$ cat config.mk
export PLATFORM = sky130hd
export DESIGN_NAME = adc_moving_average
export DESIGN_NICKNAME = d
export VERILOG_FILES = /design/src/rtl/adc_moving_average.sv
export SDC_FILE = /design/constraint.sdc
export NUM_CORES = 1
export LEC_CHECK = 0
export CORE_MARGIN = 5
export CORE_UTILIZATION = 45
export DETAILED_ROUTE_END_ITERATION = 10
export GPL_ROUTABILITY_DRIVEN = 0
export PLACE_DENSITY = 0.61
export SLEW_MARGIN = 10
export SYNTH_ARGS = -nofsm -noshare
export SYNTH_HDL_FRONTEND = slang
export SYNTH_SLANG_ARGS = --single-unit
$ cat constraint.sdc
create_clock -name clk -period 5.8 [get_ports clk]
set_clock_uncertainty 0.1 [all_clocks]
set_input_delay 1.16 -clock clk [delete_from_list [all_inputs] [get_ports clk]]
set_output_delay 1.16 -clock clk [all_outputs]
set_load 0.03 [all_outputs]
$ cat src/rtl/adc_moving_average.sv
// Boxcar moving-average filter over the last 2^LOG2_N ADC conversions,
// with running min/max peak-hold. Every output is registered.
module adc_moving_average #(
    parameter int DATA_WIDTH = 16,
    parameter int LOG2_N     = 4
) (
    input  logic                  clk,
    input  logic                  reset,
    input  logic                  in_valid,
    input  logic [DATA_WIDTH-1:0] in_data,
    input  logic                  clear,
    output logic                  avg_valid,
    output logic [DATA_WIDTH-1:0] avg_out,
    output logic [DATA_WIDTH-1:0] min_out,
    output logic [DATA_WIDTH-1:0] max_out,
    output logic                  filled
);

    localparam int N     = 1 << LOG2_N;
    localparam int SUM_W = DATA_WIDTH + LOG2_N;
    localparam logic [LOG2_N:0] FULL = (LOG2_N + 1)'(N);

    logic [DATA_WIDTH-1:0] sample_buf [N];
    logic [SUM_W-1:0]      sum;
    logic [SUM_W-1:0]      sum_next;
    logic [LOG2_N-1:0]     wr_ptr;
    logic [LOG2_N:0]       fill_cnt;
    logic [LOG2_N:0]       fill_next;
    logic                  accept;

    // Unfilled slots hold 0, so subtracting the oldest entry is always correct.
    always_comb begin
        accept    = in_valid && !clear;
        sum_next  = sum + SUM_W'(in_data) - SUM_W'(sample_buf[wr_ptr]);
        fill_next = (fill_cnt == FULL) ? fill_cnt : fill_cnt + 1'b1;
    end

    always_ff @(posedge clk or negedge reset) begin
        if (!reset) begin
            for (int i = 0; i < N; i++) sample_buf[i] <= '0;
        end else if (clear) begin
            for (int i = 0; i < N; i++) sample_buf[i] <= '0;
        end else if (accept) begin
            sample_buf[wr_ptr] <= in_data;
        end
    end

    always_ff @(posedge clk or negedge reset) begin
        if (!reset) begin
            sum      <= '0;
            wr_ptr   <= '0;
            fill_cnt <= '0;
        end else if (clear) begin
            sum      <= '0;
            wr_ptr   <= '0;
            fill_cnt <= '0;
        end else if (accept) begin
            sum      <= sum_next;
            wr_ptr   <= wr_ptr + 1'b1;
            fill_cnt <= fill_next;
        end
    end

    always_ff @(posedge clk or negedge reset) begin
        if (!reset) begin
            avg_valid <= 1'b0;
            avg_out   <= '0;
            min_out   <= '1;
            max_out   <= '0;
            filled    <= 1'b0;
        end else if (clear) begin
            avg_valid <= 1'b0;
            avg_out   <= '0;
            min_out   <= '1;
            max_out   <= '0;
            filled    <= 1'b0;
        end else if (accept) begin
            avg_valid <= 1'b1;
            avg_out   <= sum_next[SUM_W-1:LOG2_N];
            min_out   <= (in_data < min_out) ? in_data : min_out;
            max_out   <= (in_data > max_out) ? in_data : max_out;
            filled    <= (fill_next == FULL);
        end else begin
            avg_valid <= 1'b0;
        end
    end

endmodule

Yosys cells after proc, flatten, opt, wreduce, memory -nomap -nowiden. Cells that the tools add are included.

Bits in registers: 335. Input bits: 20. Output and inout port bits: 50. Logic and storage cells: 70.

Add/sub/neg operators: 4. $lt $le $gt $ge: 4. Eq/ne operators: 2. Mux-type cells: 27. Bitwise logic cells: 1. Reduce and logical (&&, ||, !) cells: 8.

Operator list (number): $mux W256 (2); $bwmux W256 (1); $mux W16 (11); $bmux W16 S4 (1); $demux W16 S4 (1); $mux W20 (2); $add A20 B16 Y20 (1); $sub A20 B16 Y20 (1); $gt A16 B16 Y1 (1); $lt A16 B16 Y1 (1); $mux W5 (3); $eq A5 B5 Y1 const B (2); $mux W4 (2); $reduce_bool A2 Y1 (3); $add A5 B1 Y5 const B (1); $ge A5 B5 Y1 const B (1); $lt A5 B1 Y1 const B (1); $not A4 Y5 (1); $add A4 B1 Y4 const B (1); $mux W1 (4); $reduce_and A2 Y1 (2); $logic_and A1 B1 Y1 (2); $logic_not A1 Y1 (1).

Longest topological paths before layout.
Depth after elaboration: 8. Depth in mapped cells: 16. Mapped depth without buffers: 13.

Worst setup path after synthesis. OpenSTA, ideal clock, no wires.

Path type: input -> register. From: input port in_data[12]. To: register sum[19]. Setup time: 67 ps. Data arrival time: 4011 ps. Data required time: 5633 ps. Slack: 1622 ps. Stages: 13. Path buffers: 3. Cell sequence: clkbuf_1 clkbuf_1 inv_1 fa_1 inv_1 ha_1 buf_6 a21oi_4 o21ai_2 a311o_1 or4_1 o21a_1 nand3_2.

Longest elaborated chain between the ends: 4.

Ends and longest elaborated chain: from (decl) (line 10) `input logic [DATA_WIDTH-1:0] in_data,`; $add A20 B16 Y20 (line 34) `sum_next = sum + SUM_W'(in_data) - SUM_W'(sample_buf[wr_ptr]);`; $sub A20 B16 Y20 (line 34); $mux W20 (line 57) `end else if (accept) begin`; $mux W20 (line 53) `end else if (clear) begin`; to (signal assigned) (line 58) `sum <= sum_next;`; to (decl) (line 24) `logic [SUM_W-1:0] sum;`.

No other way between the ends. The select of a mux whose other input is x is not followed. A chain may end at the register's enable or synchronous reset.

Worst setup path after layout.
From: register wr_ptr[0]. To: register sum[13].

Longest elaborated chain between the ends: 7.

Ends and longest elaborated chain: from (decl) (line 26) `logic [LOG2_N-1:0] wr_ptr;`; from (signal assigned) (line 59) `wr_ptr <= wr_ptr + 1'b1;`; $not A4 Y5 (implied by the code) (line 34); $bmux W16 S4 (line 34); $mux W16 (implied by the code) (2 in a row) (line 34); $sub A20 B16 Y20 (line 34); $mux W20 (line 57); $mux W20 (line 53).

No other way between the ends. The select of a mux whose other input is x is not followed.

==> impl_metrics.toml <==
[setup_path]
critPathKind = "flip-flop to flip-flop"
worstPathArrival_ns = 5.11
cp.required_ns = 6.04
r2r_start = "wr_ptr[0]"
crit_path_end = "sum[13]"
rrSetupSlack_ns = 0.92
crit_fanout = 26
cpMaxStageDelayCell = "dfrtp_4"
r2r_cells = 12
crit_chain = "buf_4 -> mux4_2 -> mux4_2 -> fa_1 -> inv_1 -> ha_1 -> a211oi_1 -> o21ai_1 -> a31oi_1 -> nor3_1 -> mux2i_1 -> o311ai_0"
end_kind = "flip-flop"
cp_slowest_stage_delay_ns = 0.78
start_kind = "flip-flop"
r2r_end = "sum[13]"
crit_path_start = "wr_ptr[0]"
crit_path_frequent_cell = "mux4_2"

[pwr]
swShare = 0.330
power_leakage_nw = 8.31
combPwrFrac = 0.290
power_density_nw_per_um2 = 336
vdd_drop_max_v = 0.000178
clkPwrFrac = 0.346
p_seq_frac = 0.363
p_int_mw = 4.45
p_sw_mw = 2.20

[synthesis]
synth-seq-cells = 319
synthCells = 1887
synth-xor-area-share = 0.00697
synth_async_sr_flop_share = 1.00
muxShareOfSynthArea = 0.126
yosysWarnings = 0
syn_area_per_cell_um2 = 9.32
synth.top_cell.area_share = 0.431
synth_top_area_cell = "dfrtp_1"
synthAdderAreaFrac = 0.0587
yosys.area_share.simple = 0.173
synth_compound_area_frac = 0.118
ys.flop_type = "dfrtp_1"
synth_edf_count = 0
synth_top_family_by_area = "simple AND/OR/NAND/NOR gates"
synthTopCellsByArea = "dfrtp_1 43%, nand2_1 12%, mux4_2 10%, a21oi_1 7.9%, ha_1 4.1%"
mappedNetlistArea_um2 = 17600
synth.distinct_cells = 63
syn_nets = 1980
synth_seq_area_share = 0.455

[clock_tree]
cts.path.max_buffers = 3
cts_hold_buf = 0
cts.repair.resized = 0
clockRootBuffer = "clkbuf_16"
cts_tree = "done"
clock_sinks = 319
htreeDepth = 2
cts_setup_buffers = 0
numCtsBuffers = 37
clock_latency_ns = 0.53
cts.reportedPaths.clkPinSlew_ns = 0.06

[final_layout]
area_growth_pct = 12.4
final_util = 0.512
finalNonFillerCells = 2421
final_cell_mix = "542 x nand2_1, 301 x dfrtp_1, 278 x a21oi_1"
finalInstanceArea_um2 = 19800
drive_above_1_share = 0.116
nets = 1967
final_common_cell = "nand2_1"

[sta]
tightest_slew_ns = 1.15
fin_hold_ws_ns = 0.416
rsz0062_at_grt = "false"
setup_viol = 0
max_freq_mhz = 205
drv_slew = 0
fin_crit_sh = 0.841
max_slew_margin = 0.231
hold_violations = 0
min_period_ns = 4.88
setup-tns-final_ns = 0

[placement]
port_buffers = 69
hpwl_um = 32900
place_area_um2 = 18600
place_inst = 2353

[die]
rows = 72
fp.dieArea_um2 = 43200
coreArea_um2 = 38600
die_y_um = 208
start_util = 0.455
pin_count = 70
fp.dieW_um = 208

[global_route]
grt_pass1_wl_um = 82100
grt_max_degree = 200
antenna_found_initial = 1
grt_pass1_vias = 13719
grt-ovfl-total = 0
grt_usage = 0.239

[outcome]
status = "complete, no violations"

[route]
routed_wl_um = 52200
dr.pass1.iters = 5
route.detailed.drc = 0
vias_per_cell = 5.72
route.vias.total = 13841
initialDrtViolationCount = 1385
ant_nets = 0
post_drt_wl_per_cell_um = 21.6

[run]
drv_cap = 0

[worst_hold_path]
hold_class = "flip-flop to flip-flop"
hold_depth = 2
## per-layer routing
metal | global-route usage | wire (um) | part of all wire | vias to the layer above
met5 | 0 | 0 | 0 | -
met1 | 0.335 | 22000 | 0.42 | 6967
li1 | - | - | - | 6292
met3 | 0.0376 | 3720 | 0.071 | 99
met2 | 0.382 | 24600 | 0.47 | 483
met4 | 0.0849 | 1910 | 0.037 | 0
## logic make-up (layout without fill, tap and decap cells)
family	after synthesis	count (layout)
simple gates	739	739
fa+ha+maj	73	73
other cells	0	1
xor+xnor	14	14
flops	319	319
buf+inv	258	273
compound gates	362	362
mux	122	122
## cells in the mapped netlist, types with 9 or more instances
cell type and n:
buf_2 15, dfrtp_1 303, nand2_1 542, nor3_1 11
a21o_1 12, a21oi_1 278, mux4_2 80, nor2_1 82
nand2b_1 40, ha_1 57, a211oi_1 9, clkbuf_1 108
inv_1 104, mux2i_1 42, o21ai_0 16, nand3_1 22
nand4_1 17, buf_4 17, fa_1 16, dfstp_2 16
## power groups by stage
| stage | clock, mW | combinational [mW] | sequential, mW |
|---|---|---|---|
| 4_1_cts | 2.34 | 1.92 | 2.42 |
| 6_report | 2.30 | 1.93 | 2.42 |
| 3_3_place_gp | 0 | 1.89 | 2.45 |
| 5_1_grt | 2.43 | 2.12 | 2.43 |
| 2_1_floorplan | 0 | 1.46 | 2.45 |
| 3_5_place_dp | 0 | 1.91 | 2.46 |
## worst min-delay path by stage
stage                          startpoint  slack (ns)         endpoint
final                      sample_buf[69]        0.42   sample_buf[69]
after global routing          min_out[14]        0.43      min_out[14]
after CTS                  sample_buf[69]        0.42   sample_buf[69]
after detailed placement    sample_buf[6]        0.41    sample_buf[6]
after global placement    sample_buf[235]        0.41  sample_buf[235]
after floorplan                    sum[0]        0.39           sum[0]
## registers in the layout (all words and copies together) (netlist names)
name,flops
avg_valid,1
fill_cnt,5
sum,20
wr_ptr,4
sample_buf,256
filled,1
max_out,16
min_out,16
## metrics by stage
step | power [mW] | setup slack [ns]
2_1_floorplan | 3.91 | 1.62
3_3_place_gp | 4.35 | 0.975
3_5_place_dp | 4.37 | 0.917
4_1_cts | 6.68 | 0.911
5_1_grt | 6.98 | 0.562
6_report | 6.65 | 0.922
## critical path: cells and delay by family (launching register included)
| family | cells | cell delay (ns) |
|---|---|---|
| AO/OA/AOI/OAI | 4 | 1.06 |
| adder cells (fa/ha/maj) | 2 | 0.86 |
| buffers and inverters | 2 | 0.52 |
| flip-flops | 1 | 0.78 |
| multiplexers | 3 | 1.24 |
| AND/OR/NAND/NOR | 1 | 0.11 |
## final cells by class
cell class                      instances  area (um2)
Fill cell                            3496       18900
Timing Repair Buffer                  102        1010
Clock buffer                           54        1070
Clock inverter                         13         123
Multi-Input combinational cell       1310        8530
Tap cell                              518         648
Inverter                              104         390
Sequential cell                       319        8010
Antenna cell                            1        2.50
Power figures use the tool's default switching activity.
